File: src/rtl/vga_pkg.sv
// Shared VGA timing constants (640x480@60 on a 25.175 MHz pixel clock) and sync polarity encoding.
package vga_pkg;

    localparam int VGA_H_ACTIVE = 640;
    localparam int VGA_H_FP     = 16;
    localparam int VGA_H_SYNC   = 96;
    localparam int VGA_H_BP     = 48;

    localparam int VGA_V_ACTIVE = 480;
    localparam int VGA_V_FP     = 10;
    localparam int VGA_V_SYNC   = 2;
    localparam int VGA_V_BP     = 33;

    typedef enum logic {
        SYNC_NEG = 1'b0,
        SYNC_POS = 1'b1
    } syncPol_t;

endpackage

File: src/rtl/vga_axis_counter.sv
// One timing axis: a wrapping up-counter that decodes the visible region and the sync window.
// The segment order along the axis is active, front porch, sync, back porch.
module vga_axis_counter #(
    parameter int TOTAL  = 800,
    parameter int ACTIVE = 640,
    parameter int FP     = 16,
    parameter int SYNC   = 96,
    parameter int W      = $clog2(TOTAL)
) (
    input  logic         clk25175KHz,
    input  logic         reset,
    input  logic         advance,
    output logic [W-1:0] count,
    output logic         wrap,
    output logic         active,
    output logic         syncC
);

    localparam logic [W-1:0] LAST    = W'(TOTAL - 1);
    localparam logic [W-1:0] ACT_END = W'(ACTIVE);
    localparam logic [W-1:0] SYNC_LO = W'(ACTIVE + FP);
    localparam logic [W-1:0] SYNC_HI = W'(ACTIVE + FP + SYNC);

    always_ff @(posedge clk25175KHz) begin
        if (reset) begin
            count <= '0;
        end else if (advance) begin
            count <= wrap ? '0 : count + 1'b1;
        end
    end

    always_comb begin
        wrap   = (count == LAST);
        active = (count < ACT_END);
        syncC  = (count >= SYNC_LO) && (count < SYNC_HI);
    end

endmodule

File: src/rtl/vga_timing_gen.sv
// Full-frame VGA timing generator: pixel coordinates for the pixel source, plus colour and
// syncs registered together so they reach the DAC/pins on the same clock edge.
module vga_timing_gen
    import vga_pkg::*;
#(
    parameter int   H_ACTIVE   = VGA_H_ACTIVE,
    parameter int   H_FP       = VGA_H_FP,
    parameter int   H_SYNC     = VGA_H_SYNC,
    parameter int   H_BP       = VGA_H_BP,
    parameter int   V_ACTIVE   = VGA_V_ACTIVE,
    parameter int   V_FP       = VGA_V_FP,
    parameter int   V_SYNC     = VGA_V_SYNC,
    parameter int   V_BP       = VGA_V_BP,
    parameter logic H_SYNC_POL = SYNC_NEG,
    parameter logic V_SYNC_POL = SYNC_NEG,
    parameter int   COLOR_W    = 1,
    localparam int  H_TOTAL    = H_ACTIVE + H_FP + H_SYNC + H_BP,
    localparam int  V_TOTAL    = V_ACTIVE + V_FP + V_SYNC + V_BP,
    localparam int  HW         = $clog2(H_TOTAL),
    localparam int  VW         = $clog2(V_TOTAL)
) (
    input  logic               clk25175KHz,
    input  logic               reset,
    input  logic [COLOR_W-1:0] redIn,
    input  logic [COLOR_W-1:0] greenIn,
    input  logic [COLOR_W-1:0] blueIn,
    output logic [HW-1:0]      x,
    output logic [VW-1:0]      y,
    output logic               pixelReq,
    output logic               lineStart,
    output logic               frameStart,
    output logic [COLOR_W-1:0] redOut,
    output logic [COLOR_W-1:0] greenOut,
    output logic [COLOR_W-1:0] blueOut,
    output logic               hSync,
    output logic               vSync,
    output logic               activeOut
);

    generate
        if (H_ACTIVE < 1 || H_FP < 1 || H_SYNC < 1 || H_BP < 1 ||
            V_ACTIVE < 1 || V_FP < 1 || V_SYNC < 1 || V_BP < 1 || COLOR_W < 1) begin : gBadParam
            $error("vga_timing_gen: every timing parameter and COLOR_W must be at least 1");
        end
    endgenerate

    logic [HW-1:0] hcnt;
    logic [VW-1:0] vcnt;
    logic          hWrap;
    logic          hActive;
    logic          vActive;
    logic          hSyncC;
    logic          vSyncC;
    logic          visC;

    vga_axis_counter #(
        .TOTAL  (H_TOTAL),
        .ACTIVE (H_ACTIVE),
        .FP     (H_FP),
        .SYNC   (H_SYNC),
        .W      (HW)
    ) uHoriz (
        .clk25175KHz (clk25175KHz),
        .reset       (reset),
        .advance     (1'b1),
        .count       (hcnt),
        .wrap        (hWrap),
        .active      (hActive),
        .syncC       (hSyncC)
    );

    // Lines advance only when the horizontal counter rolls over.
    vga_axis_counter #(
        .TOTAL  (V_TOTAL),
        .ACTIVE (V_ACTIVE),
        .FP     (V_FP),
        .SYNC   (V_SYNC),
        .W      (VW)
    ) uVert (
        .clk25175KHz (clk25175KHz),
        .reset       (reset),
        .advance     (hWrap),
        .count       (vcnt),
        .wrap        (),
        .active      (vActive),
        .syncC       (vSyncC)
    );

    always_comb begin
        visC       = hActive & vActive;
        x          = hcnt;
        y          = vcnt;
        pixelReq   = visC;
        lineStart  = (hcnt == '0) & ~reset;
        frameStart = (hcnt == '0) & (vcnt == '0) & ~reset;
    end

    // Blanking forces colour to zero so nothing the source drives off-screen reaches the DAC.
    always_ff @(posedge clk25175KHz) begin
        if (reset) begin
            redOut    <= '0;
            greenOut  <= '0;
            blueOut   <= '0;
            hSync     <= ~H_SYNC_POL;
            vSync     <= ~V_SYNC_POL;
            activeOut <= 1'b0;
        end else begin
            redOut    <= visC ? redIn   : '0;
            greenOut  <= visC ? greenIn : '0;
            blueOut   <= visC ? blueIn  : '0;
            hSync     <= hSyncC ? H_SYNC_POL : ~H_SYNC_POL;
            vSync     <= vSyncC ? V_SYNC_POL : ~V_SYNC_POL;
            activeOut <= visC;
        end
    end

endmodule

File: config.mk
export PLATFORM = sky130hd
export DESIGN_NAME = vga_timing_gen
export DESIGN_NICKNAME = d
export VERILOG_FILES = /design/src/rtl/vga_pkg.sv /design/src/rtl/vga_axis_counter.sv /design/src/rtl/vga_timing_gen.sv
export SDC_FILE = /design/constraint.sdc
export NUM_CORES = 1
export LEC_CHECK = 0
export CORE_ASPECT_RATIO = 1.25
export CORE_UTILIZATION = 35
export DETAILED_ROUTE_END_ITERATION = 6
export GPL_TIMING_DRIVEN = 0
export HOLD_SLACK_MARGIN = 0.12
export PLACE_DENSITY = 0.58
export SETUP_SLACK_MARGIN = 0.1
export SYNTH_ARGS = -nofsm -noshare
export SYNTH_HDL_FRONTEND = slang
export SYNTH_HIERARCHICAL = 1
export SYNTH_SLANG_ARGS = --single-unit
File: constraint.sdc
create_clock -name clk25175KHz -period 5.5 [get_ports clk25175KHz]
set_clock_uncertainty 0.2 [all_clocks]
set_input_delay 1.65 -clock clk25175KHz [delete_from_list [all_inputs] [get_ports clk25175KHz]]
set_output_delay 1.65 -clock clk25175KHz [all_outputs]
set_load 0.03 [all_outputs]
==> results.json <==
{
  "syn_area_sq_um": 1287,
  "numCtsBuffers": 3,
  "ys.warnings.count": 6,
  "drc": 0,
  "cts_root_buf": "clkbuf_8",
  "final_cell_mix": "clkdlybuf4s50_1 (32), dfxtp_1 (26), nor2_1 (11), a21oi_1 (9), inv_1 (8)",
  "area_delta_synth_final_pct": 33.62,
  "crit_required_ns": 3.65,
  "post_cts.repair.setup_buffers": 0,
  "num_rows": 24,
  "min_from": "uVert/count[9]",
  "setup_viol": 0,
  "grt-ovfl-total": 0,
  "combinationalPowerShare_pct": 11.7,
  "htree_levels": 1,
  "postSynthCellCount": 142,
  "fillCellCount": 333,
  "power_switching_mw": 0.09178,
  "syn-num-nets": 151,
  "ios": 34,
  "core_sq_um": 3513,
  "nets": 189,
  "finalHoldViolations": 0,
  "arrival_ns": 3.44,
  "grt_max_degree": 15,
  "layout-drive-gt1-share_pct": 10.06,
  "grt_pass1_wl_mm": 4.761,
  "die_w_microns": 56.25,
  "clock_latency_ns": 0.27,
  "leakage_nw": 0.5972,
  "avgRoutedWirePerCell_microns": 13.72,
  "cts_hold_buf": 0,
  "max_freq_mhz": 189.0,
  "syn_avg_cell_area_sq_um": 9.067,
  "drv_cap": 0,
  "max-vdd-ir-drop_v": 0.0001405,
  "firstDrtPassIters": 4,
  "power_density_nw_per_um2": 213.4,
  "p_seq_share_pct": 53.6,
  "cts_num_sinks": 26,
  "portBuffers": 33,
  "fin_crit_sh_pct": 96.19,
  "crit_path_end_kind": "output pin",
  "worstPathMaxFanout": 11,
  "crit_start": "reset",
  "crit_type": "primary input to output pin",
  "status": "finished, final reports clean",
  "viasPerCell": 5.463,
  "switching_share_pct": 25.00,
  "antenna_found_initial": 0,
  "drv_slew": 0,
  "hold_class": "flop to flop",
  "grt_pass1_vias": 1028,
  "postRouteAntennaNets": 0,
  "initialDrtViolationCount": 38,
  "crit-reg2reg-launch": "uHoriz/count[5]",
  "ctsLongestPathBuffers": 2,
  "drt-total-wl_mm": 2.990,
  "die_y_microns": 69.81,
  "gp_congestion": 0.7226,
  "fin_crit_ns": 5.290,
  "antenna_cells": 0,
  "fin_setup_tns_ns": 0,
  "clkTransAtPathRegs_ns": 0.09,
  "place_area_sq_um": 1667,
  "grt_setup_unrepaired": "false",
  "grt_usage_pct": 15.15,
  "internal_power_mw": 0.2753,
  "vias": 1191,
  "hpwl_mm": 2.078,
  "p_clk_share_pct": 34.7,
  "postLayoutCellArea_sq_um": 1720,
  "mostFrequentLayoutCell": "clkdlybuf4s50_1",
  "cts_tree": "done",
  "start_util_pct": 36.65,
  "die-area_sq_um": 3926,
  "cp-start-kind": "primary input"
}
==> stage by stage <==
stage	cells	utilization, %	hold WS (ns)	setup slack [ns]	total power, mW
after floorplan	142	-	0.4364	1.019	0.2257
after global placement	214	47.44	0.3154	-0.1123	0.2441
after detailed placement	214	47.44	0.3404	-0.1013	0.2446
after CTS	218	48.97	0.3560	0.1837	0.3706
after global routing	218	48.97	0.4161	0.1296	0.3794
final	218	48.97	0.3552	0.2096	0.3671
==> routing by layer <==
layer | GRT usage (%) | part of all wire [%] | vias to the layer above
met2 | 23.28 | 48 | 40
met1 | 21.26 | 47 | 554
met4 | 5.962 | 1.5 | 0
li1 | - | - | 592
met3 | 2.239 | 4.0 | 5
met5 | 0 | 0 | -
==> area by class of cell <==
| class | instances | area (sq um) | area share, % |
|---|---|---|---|
| buffer | 5 | 36.28 | 2.109 |
| clock buffer | 4 | 55.05 | 3.200 |
| inverter | 8 | 30.03 | 1.745 |
| multi-input combinational | 103 | 700.7 | 40.73 |
| sequential | 26 | 520.5 | 30.25 |
| tap | 39 | 48.80 | 2.836 |
| timing repair buffer | 33 | 329.1 | 19.13 |
==> worst max-delay path: stages <==
cell             delay (ns)
dlygate4sd2_1          0.37
nor4_1                 0.35
and3_1                 0.24
and3_1                 0.16
clkdlybuf4s50_1        0.67
==> flip-flops by register name, summed over array words and instances (netlist names) <==
signal / count
blueOut: 1
activeOut: 1
vSync: 1
redOut: 1
hSync: 1
greenOut: 1
uVert/count: 10
uHoriz/count: 10
==> final timing paths <==
kind | end | slack (ns) | cells after the start
max | frameStart | 0.21 | 5
min reg2reg | uVert/count[9] | 0.36 | 2
min | uVert/count[9] | 0.36 | 2
max reg2reg | uVert/count[7] | 2.88 | 7
==> repair_timing <==
action / in CTS / in global routing
hold endpoints to repair: 0 / 0
resized for setup: 1 / 0
setup endpoints to repair: 2 / 0
==> power by group through the flow <==
stage / Combinational, mW / Sequential (mW) / Clock, mW
5_1_grt: 0.0459 / 0.198 / 0.136
4_1_cts: 0.0435 / 0.197 / 0.130
3_3_place_gp: 0.0431 / 0.201 / 0
6_report: 0.0431 / 0.197 / 0.127
2_1_floorplan: 0.0178 / 0.208 / 0
3_5_place_dp: 0.0434 / 0.201 / 0
Note: power is estimated with default switching activity, not from simulation.
